`src/rtl/gray_counter_if.sv`:
```
// Gray counter bus: control strobes and load value from the master, registered
// code outputs from the counter.
//   en        - count enable, one step per enabled cycle
//   up        - direction (1 = up, 0 = down), used only while en = 1
//   load      - synchronous load strobe
//   load_gray - Gray-coded value captured when load = 1
//   gray      - registered Gray-code count
//   binary    - registered binary equivalent of gray
//   tc        - registered terminal-count flag (wrapped or clamped step)
interface gray_counter_if #(
    parameter int unsigned WIDTH = 4
) ();
    logic             en;
    logic             up;
    logic             load;
    logic [WIDTH-1:0] load_gray;
    logic [WIDTH-1:0] gray;
    logic [WIDTH-1:0] binary;
    logic             tc;

    modport master (
        output en, up, load, load_gray,
        input  gray, binary, tc
    );

    modport slave (
        input  en, up, load, load_gray,
        output gray, binary, tc
    );
endinterface

```
`src/rtl/gray_counter.sv`:
```
// Up/down Gray-code counter with synchronous load and terminal-count flag.
// One binary count register drives a registered Gray copy; both update on the
// same edge so gray == binary ^ (binary >> 1) holds every cycle.
//   clk - rising-edge clock
//   rst - synchronous active-high reset (beats load, which beats en)
//   bus - gray_counter_if slave: en/up/load/load_gray in, gray/binary/tc out
// WRAP = 1 wraps modulo 2**WIDTH; WRAP = 0 saturates at 0 and all-ones.
// tc pulses for exactly one cycle after a step that wrapped or was clamped.
module gray_counter #(
    parameter int unsigned WIDTH = 4,
    parameter bit          WRAP  = 1'b1
) (
    input logic         clk,
    input logic         rst,
    gray_counter_if.slave bus
);
    logic [WIDTH-1:0] bin_q, bin_d;
    logic [WIDTH-1:0] gray_q, gray_d;
    logic             tc_q, tc_d;
    logic [WIDTH-1:0] load_bin;
    logic             at_end;

    // Gray-to-binary: each binary bit is the XOR of all Gray bits at or above it.
    always_comb begin
        load_bin            = '0;
        load_bin[WIDTH-1]   = bus.load_gray[WIDTH-1];
        for (int i = int'(WIDTH) - 2; i >= 0; i--) begin
            load_bin[i] = load_bin[i+1] ^ bus.load_gray[i];
        end
    end

    // End value in the requested direction: the step would wrap or clamp.
    assign at_end = bus.up ? (&bin_q) : ~(|bin_q);

    always_comb begin
        bin_d = bin_q;
        tc_d  = 1'b0;
        if (bus.load) begin
            bin_d = load_bin;
        end else if (bus.en) begin
            tc_d = at_end;
            if (!at_end || WRAP) begin
                bin_d = bus.up ? bin_q + WIDTH'(1) : bin_q - WIDTH'(1);
            end
        end
        gray_d = bin_d ^ (bin_d >> 1);
    end

    always_ff @(posedge clk) begin
        if (rst) begin
            bin_q  <= '0;
            gray_q <= '0;
            tc_q   <= 1'b0;
        end else begin
            bin_q  <= bin_d;
            gray_q <= gray_d;
            tc_q   <= tc_d;
        end
    end

    assign bus.binary = bin_q;
    assign bus.gray   = gray_q;
    assign bus.tc     = tc_q;
endmodule

```
`src/flat_wrapper.sv`:
```
// flat-port wrapper written by rule: the top's interface ports become plain ports
module gray_counter_flat 
#(
    parameter int unsigned WIDTH = 4,
    parameter bit          WRAP  = 1'b1
)
  (clk, rst, bus_en, bus_up, bus_load, bus_load_gray, bus_gray, bus_binary, bus_tc);
  gray_counter_if #(.WIDTH(WIDTH)) bus_i ();
  input logic clk;
  input logic rst;
  input wire logic [$bits(bus_i.en)-1:0] bus_en;
  input wire logic [$bits(bus_i.up)-1:0] bus_up;
  input wire logic [$bits(bus_i.load)-1:0] bus_load;
  input wire logic [$bits(bus_i.load_gray)-1:0] bus_load_gray;
  output wire logic [$bits(bus_i.gray)-1:0] bus_gray;
  output wire logic [$bits(bus_i.binary)-1:0] bus_binary;
  output wire logic [$bits(bus_i.tc)-1:0] bus_tc;
  assign bus_i.en = bus_en;
  assign bus_i.up = bus_up;
  assign bus_i.load = bus_load;
  assign bus_i.load_gray = bus_load_gray;
  assign bus_gray = bus_i.gray;
  assign bus_binary = bus_i.binary;
  assign bus_tc = bus_i.tc;
  gray_counter #(.WIDTH(WIDTH), .WRAP(WRAP)) u_core (.clk(clk), .rst(rst), .bus(bus_i));
endmodule
```
`config.mk`:
```
export PLATFORM = sky130hd
export DESIGN_NAME = gray_counter_flat
export DESIGN_NICKNAME = d
export VERILOG_FILES = /design/src/rtl/gray_counter_if.sv /design/src/rtl/gray_counter.sv /design/src/flat_wrapper.sv
export SDC_FILE = /design/constraint.sdc
export NUM_CORES = 1
export LEC_CHECK = 0
export CORE_AREA = 2 2 39 41
export CTS_CLUSTER_SIZE = 20
export DETAILED_ROUTE_END_ITERATION = 6
export DIE_AREA = 0 0 41 43
export PLACE_DENSITY = 0.75
export SETUP_SLACK_MARGIN = 0.2
export SKIP_LAST_GASP = 1
export SLEW_MARGIN = 10
export SYNTH_ARGS = -nofsm -noshare
export SYNTH_HDL_FRONTEND = slang
export SYNTH_SLANG_ARGS = --single-unit
```
`constraint.sdc`:
```
create_clock -name clk -period 2.2 [get_ports clk]
set_input_delay 0.44 -clock clk [delete_from_list [all_inputs] [get_ports clk]]
set_output_delay 0.44 -clock clk [all_outputs]
set_load 0.005 [all_outputs]
```
# Word level (Yosys, flattened, before mapping)
# Cells that the tools add are included.
[totals]
ff_bits = 9
output_inout_bits = 9
[classes]
n_addsub = 2
mux = 4
bitwise = 6
reduce_logical = 3
[ops]
columns = ["cell", "count"]
rows = [
  ["two-way mux 4 bit", 3],
  ["adder 4 x 1 -> 4 bit, second input constant", 1],
  ["AND reduction 4 bit", 1],
  ["OR reduction 4 bit", 1],
  ["subtractor 4 x 1 -> 4 bit, second input constant", 1],
  ["bitwise XOR 4 x 3 -> 4 bit", 1],
  ["OR reduction 3 bit", 1],
  ["bitwise XOR 1 bit", 3],
  ["NOT 1 bit", 2],
  ["two-way mux 1 bit", 1],
]

# Longest topological paths before layout
# Gate-level depths: netlist of the first run.
[depth]
word_depth = 5
mapped_depth = 6
depth_no_buf = 6

# Worst setup path before layout of the first run
# Ideal clock, no wire load.
[synth_timing]
path_kind = "register to register"
from = "reg u_core.bin_q[0] (netlist: u_core.bus.binary[0])"
to = "reg u_core.gray_q[2] (netlist: u_core.bus.gray[2])"
setup_time_ns = 0.123
arrival_ns = 1.795
t_required_ns = 2.077
slack_ns = 0.282
stages_incl_launch_ff = 7
cell_sequence = "dfxtp_1 > inv_1 > fa_1 > xnor2_1 > a211o_1 > and3_1 > mux2_1"
[synth_via]
elab_chain_len = 5
word_cells_on_any_way = 6
[synth_rtl]
columns = ["element", "line_no", "source"]
rows = [
  ["from (decl)", "gray_counter.sv:17", "logic [WIDTH-1:0] bin_q, bin_d;"],
  ["from (signal assigned)", "gray_counter.sv:55", "bin_q <= bin_d;"],
  ["subtractor 4 x 1 -> 4 bit or adder 4 x 1 -> 4 bit (tied branches)", "gray_counter.sv:43", "bin_d = bus.up ? bin_q + WIDTH'(1) : bin_q - WIDTH'(1);"],
  ["two-way mux 4 bit (*)", "gray_counter.sv:43", ""],
  ["two-way mux 4 bit (*)", "gray_counter.sv:40", "end else if (bus.en) begin"],
  ["two-way mux 4 bit (*)", "gray_counter.sv:38", "if (bus.load) begin"],
  ["bitwise XOR 4 x 3 -> 4 bit (*)", "gray_counter.sv:46", "gray_d = bin_d ^ (bin_d >> 1);"],
  ["to (signal assigned)", "gray_counter.sv:56", "gray_q <= gray_d;"],
  ["to (decl)", "gray_counter.sv:18", "logic [WIDTH-1:0] gray_q, gray_d;"],
]
# Mark *: on every way between the ends. The rest lies on a longest branch, timed or not.
# A chain may end at the register's enable or synchronous reset.

# Worst setup path after layout of the first run
[layout_timing]
from = "reg u_core.bin_q[1] (netlist: u_core.bus.binary[1])"
to = "reg u_core.gray_q[2] (netlist: u_core.bus.gray[2])"
# Same word-level chain as after synthesis.

==> impl_metrics.tcl, run 1 <==
set metrics [dict create \
    drtIter0Drc 14 \
    dr_total_vias 524 \
    ys_seq_area_frac 0.2916 \
    placed_cell_area_sq_um 750.7 \
    first_pass_iters 4 \
    die_w_um 41 \
    nNetsFinal 94 \
    status "finished clean" \
    cp-start-kind "flip-flop" \
    finalSetupTns_ps 0 \
    syn_area_per_cell_sq_um 9.310 \
    antenna_found_initial 0 \
    finalWorstSetupSlack_ps 302.7 \
    finalHoldViolCount 0 \
    slew_viol_final 0 \
    netlist_area_sq_um 549.3 \
    cts_buffers 3 \
    drive_gt1_frac 0.1500 \
    syn_inst 59 \
    grt_pass1_vias 476 \
    power_density_mw_per_mm2 600.4 \
    synth_nets 71 \
    clk_pin_slew_ps 60 \
    ant_nets 0 \
    max-slew-margin-rel 0.7953 \
    io_buffers 17 \
    synth_seq_cells 8 \
    cp_max_fo 5 \
    initial_core_util 0.3969 \
    drc 0 \
    via_per_inst 5.458 \
    critPathArrivalTime_ps 2040 \
    core_sq_mm 0.001384 \
    rsz0062_at_grt "no" \
    rows 14 \
    cts_sinks 8 \
    place_congestion 0.7702 \
    hp-class "reg2reg" \
    clock_path_buffers 2 \
    period_minus_slack_ps 1897 \
    hpwlAfterDp_um 937.5 \
    fmax_mhz 527.1 \
    cts_root_buf "clkbuf_4" \
    area_growth_pct 41.69 \
    cap_violations 0 \
    critPathRequiredTime_ps 2340 \
    grt_overflow 0 \
    n_antenna_cell 0 \
    final_core_util 0.5624 \
    fin_area_sq_um 778.2 \
    dp.cells 93 \
    synth_warnings 0 \
    synth_cell_types 32 \
    num_io_pins 18 \
    fin_skew_ps 2.256 \
    p_leak_nw 0.3603 \
    setup_violations 0 \
    cts_tree "built" \
    clock_latency_ps 250 \
    die_h_um 43 \
    min_period_over_period 0.8624 \
    crit_type "reg2reg" \
    grt_max_degree 17 \
    worstMarginPinSlew_ps 304.9 \
    h-tree-depth 1 \
    ir_drop_mv 0.3776 \
    cts_hold_buf 0 \
    die_area_sq_mm 0.001763 \
    fin_cells 96 \
    crit_path_end_kind "flip-flop" \
    grt_first_pass_wirelength_mm 1.959 \
    grt.total_usage 0.1675 \
    wire_per_inst_um 12.95 \
    wirelength_mm 1.243 \
    dp_slack_ps -296.7 \
]
cell families after synthesis:
group           share of synthesized area
flops                              0.2916
xor+xnor                           0.1116
mux                               0.04100
fa+ha+maj                         0.08200
simple gates                       0.2164
compound gates                     0.1959
buf+inv                           0.06148
sequential cells by signal, summed over array words and instances, names as in the netlist:
register and cells:
u_core.bus.binary 3, u_core.bus.tc 1, u_core.bus.gray 4
cell usage in the layout (no fill, tap or decap):
cell type / Yosys / routed
xnor2_1: 4 / 4
mux2_2: 1 / 1
a21oi_1: 2 / 2
or4_1: 1 / 1
a211o_1: 1 / 1
nor2_1: 3 / 3
ha_1: 2 / 2
nor4b_1: 1 / 1
nand3b_1: 1 / 1
or4b_4: 0 / 1
clkdlybuf4s50_1: 0 / 14
and3_1: 2 / 2
nand2b_1: 2 / 2
a221o_1: 1 / 1
nor3b_1: 1 / 1
a31oi_1: 2 / 2
dlymetal6s2s_1: 0 / 2
o2bb2ai_1: 1 / 1
mux2_1: 1 / 1
clkbuf_4: 0 / 3
inv_1: 4 / 4
nand2_1: 1 / 1
fa_1: 1 / 1
a22oi_1: 1 / 1
buf_4: 2 / 4
nor2b_1: 2 / 2
o211a_1: 2 / 2
xor2_1: 3 / 3
clkbuf_2: 0 / 1
nand3_1: 1 / 1
nor4bb_1: 1 / 1
nand3_2: 1 / 1
a211oi_1: 2 / 2
a21o_1: 2 / 2
dfxtp_1: 8 / 7
dfxtp_2: 0 / 1
area by class of cell:
class | count | area, sq um
Fill cell | 136 | 605.6
Multi-Input combinational cell | 44 | 359.1
Timing Repair Buffer | 21 | 200.2
Sequential cell | 8 | 161.4
Clock buffer | 3 | 22.52
Tap cell | 16 | 20.02
Inverter | 4 | 15.01
what timing repair did:
item,CTS,global route
setup endpoints to repair,3,1
gates resized for setup,1,6
cloned,0,0
pin swaps,0,2
setup buffers,0,0
cells in the mapped netlist:
master | n | share of area
clkbuf_1 | 1 | 0.0068
or4b_1 | 1 | 0.018
o2bb2ai_1 | 1 | 0.016
a31oi_1 | 2 | 0.023
a22oi_1 | 1 | 0.014
nand2b_1 | 2 | 0.023
fa_1 | 1 | 0.036
a211oi_1 | 2 | 0.027
a21o_1 | 2 | 0.027
nand2_1 | 1 | 0.0068
and3_1 | 2 | 0.023
nor4b_1 | 1 | 0.016
nand3b_1 | 1 | 0.014
xnor2_1 | 4 | 0.064
o211a_1 | 2 | 0.036
a211o_1 | 1 | 0.016
a221o_1 | 1 | 0.018
mux2_1 | 1 | 0.020
nor2b_1 | 2 | 0.023
a21oi_1 | 2 | 0.018
nor2_1 | 3 | 0.020
nor3b_1 | 1 | 0.014
mux2_2 | 1 | 0.020
nor4bb_1 | 1 | 0.018
nand3_1 | 1 | 0.0091
inv_1 | 4 | 0.027
buf_4 | 2 | 0.027
ha_1 | 2 | 0.046
xor2_1 | 3 | 0.048
dfxtp_1 | 8 | 0.29
or4_1 | 1 | 0.014
nand3_2 | 1 | 0.018
worst max-delay path, stage by stage, from the launching register on:
cell and delay, ps:
dfxtp_2 360, inv_1 70, fa_1 410, xnor2_1 160, a211o_1 320, and3_1 200
mux2_1 270
per-layer routing:
layer / routed length, um / share of wire / global-route usage
met1: 522 / 0.42 / 0.1895
met4: 15 / 0.012 / 0.06000
met2: 631 / 0.51 / 0.2625
met5: 0 / 0 / 0
met3: 74 / 0.060 / 0.07853
path summary, 6_finish.rpt:
check,start,to,slack [ps],cells past startpoint
max,u_core.bus.binary[1],u_core.bus.gray[2],300,6
min,u_core.bus.binary[1],u_core.bus.tc,570,2
max reg2reg,u_core.bus.binary[1],u_core.bus.gray[2],300,6
min reg2reg,u_core.bus.binary[1],u_core.bus.tc,570,2
metrics by stage:
step,power [mW],hold WS [ps]
2_1_floorplan,0.2781,509.4
3_3_place_gp,0.3535,586.0
3_5_place_dp,0.3574,580.4
4_1_cts,0.4710,587.9
5_1_grt,0.5025,600.9
6_report,0.4673,566.5
report_power, final:
group          switching (mW)  total [mW]  internal, mW
Sequential             0.0114       0.173         0.162
Clock                  0.0506       0.113        0.0625
Combinational          0.0755       0.181         0.105
Power figures use the tool's default switching activity.
==> run 2, diff against run 1 <==
--- a/config.mk
+++ b/config.mk
@@ -9,6 +9,7 @@
 export CTS_CLUSTER_SIZE = 20
 export DETAILED_ROUTE_END_ITERATION = 6
 export DIE_AREA = 0 0 41 43
+export MAX_ROUTING_LAYER = met4
 export PLACE_DENSITY = 0.75
 export SETUP_SLACK_MARGIN = 0.2
 export SKIP_LAST_GASP = 1
==> constraint.sdc (replaced) <==
create_clock -name clk -period 2.2 [get_ports clk]
set_input_delay 0.44 -clock clk [delete_from_list [all_inputs] [get_ports clk]]
set_output_delay 0.44 -clock clk [all_outputs]
set_load 0.02 [all_outputs]
==> run 2 against run 1 <==
Power increased by 6.0%; clock power increased by 4%; clock skew increased by 2.9 ps; critical path type unchanged; critical endpoint unchanged; largest power group unchanged.
==> impl_metrics.tcl, run 2 (synthesized netlist as in run 1, its figures left out) <==
set metrics [dict create \
    status "finished clean" \
    grt_max_degree 17 \
    die_w_um 41 \
    min_period_over_period 0.8755 \
    power_density_mw_per_mm2 629.1 \
    max-slew-margin-rel 0.7971 \
    power.total_mw 0.4951 \
    met2_usage 0.2719 \
    grt_use_met1 0.2092 \
    cap_violations 0 \
    die_h_um 43 \
    clock_path_buffers 2 \
    dp.cells 93 \
    rsz0062_at_grt "no" \
    core_sq_mm 0.001384 \
    hpwlAfterDp_um 979.6 \
    via_per_inst 5.427 \
    drtIter0Drc 12 \
    io_buffers 17 \
    crit_type "reg2reg" \
    grt_pass1_vias 488 \
    cts_buffers 3 \
    first_pass_iters 4 \
    multi_input_area_sq_um 362.8 \
    antenna_found_initial 0 \
    ant_nets 0 \
    cts_hold_buf 0 \
    postCtsSetupBuffers 0 \
    worstMarginPinSlew_ps 300.1 \
    cp_max_fo 7 \
    grt_first_pass_wirelength_mm 2.097 \
    n_antenna_cell 0 \
    critPathSlowestCell "fa_1" \
    nNetsFinal 94 \
    ir_drop_mv 0.4074 \
    grt_use_met3 0.06283 \
    critPathArrivalTime_ps 2080 \
    crit_path_end_kind "flip-flop" \
    drc 0 \
    finalHoldViolCount 0 \
    wire_per_inst_um 13.18 \
    layout_commonest_cell "clkdlybuf4s50_1" \
    slew_viol_final 0 \
    regArea_sq_um 162.7 \
    cp_cell_sequence "inv_1 -> fa_1 -> xnor2_1 -> a211o_1 -> and3_1 -> mux2_4" \
    busiest_layer "met2" \
    cts_root_buf "clkbuf_4" \
    cts_tree "built" \
    largest_reg_flops 4 \
    crit_path_max_incr_delay_ps 440 \
    fin_skew_ps 5.112 \
    dr_total_vias 521 \
    area_growth_pct 43.28 \
    period_minus_slack_ps 1926 \
    grt_overflow 0 \
    setup_violations 0 \
    h-tree-depth 1 \
    wirelength_mm 1.265 \
    fin_cells 96 \
    hold_slack_ps 575.3 \
    mostFrequentLayoutCells "clkdlybuf4s50_1 (14), dfxtp_1 (6), inv_1 (4), xnor2_1 (4), buf_4 (4)" \
    grt.total_usage 0.1872 \
    die_area_sq_mm 0.001763 \
    hp-class "reg2reg" \
    place_congestion 0.7256 \
    drive_gt1_frac 0.1625 \
    nFillCells 130 \
    rows 14 \
    critPathRequiredTime_ps 2350 \
    fmax_mhz 519.2 \
    clock_latency_ps 260 \
    p_leak_nw 0.3638 \
    clk_pin_slew_ps 60 \
    initial_core_util 0.3969 \
    num_io_pins 18 \
    cts_sinks 8 \
    cp-start-kind "flip-flop" \
]
## run 2: changes by cell type in the layout (fill, tap and decap cells not counted), sizes merged
cell,delta
clkbuf,-1
dlygate4sd2,+1
## run 2: metal layers
layer | routed length [um] | up-vias | part of all wire
met1 | 555 | 244 | 0.44
met5 | 0 | - | 0
met3 | 67 | 4 | 0.053
met4 | 36 | 0 | 0.028
li1 | - | 258 | -
met2 | 605 | 15 | 0.48
## run 2: area by class of cell
type                    instances  area share
clock buffers                   3     0.02862
well taps                      16     0.02544
inverters                       4     0.01908
repair buffers                 21      0.2591
multi-input cells              44      0.4610
flip-flops and latches          8      0.2067
## run 2: worst max-delay path, delay by kind of cell, from the launching register on
| kind | cells | cell delay [ps] |
|---|---|---|
| mux | 1 | 260 |
| fa+ha+maj | 1 | 440 |
| compound gates | 1 | 300 |
| buf+inv | 1 | 80 |
| simple gates | 1 | 190 |
| xor+xnor | 1 | 150 |
| flops | 1 | 390 |
## run 2: final timing paths
path	startpoint	end	slack (ps)	depth (start not counted)
worst min register to register	u_core.bus.binary[1]	u_core.bus.tc	580	2
worst max register to register	u_core.bus.binary[0]	u_core.bus.gray[2]	270	6
worst max-delay path	u_core.bus.binary[0]	u_core.bus.gray[2]	270	6
worst min-delay path	u_core.bus.binary[1]	u_core.bus.tc	580	2
## run 2: report_power, final
group          switching (mW)  internal (mW)
sequential             0.0155          0.163
combinational          0.0925          0.107
clock                  0.0545         0.0627
total                   0.162          0.333
## run 2: per-stage QoR
stage | util | worst slack, ps | instance area, sq um | setup TNS, ps
2_1_floorplan | - | 220.2 | 550.5 | 0
3_3_place_gp | 0.5434 | -202.5 | 752.0 | -202.5
3_5_place_dp | 0.5434 | -205.8 | 752.0 | -205.8
5_1_grt | 0.5687 | 199.8 | 787.0 | 0
4_1_cts | 0.5588 | 222.9 | 773.2 | 0
6_report | 0.5687 | 274.0 | 787.0 | 0
## run 2: timing repair
action,in CTS,in global routing
gates resized for setup,1,5
endpoints found under the setup margin,1,1
pin swaps,0,1
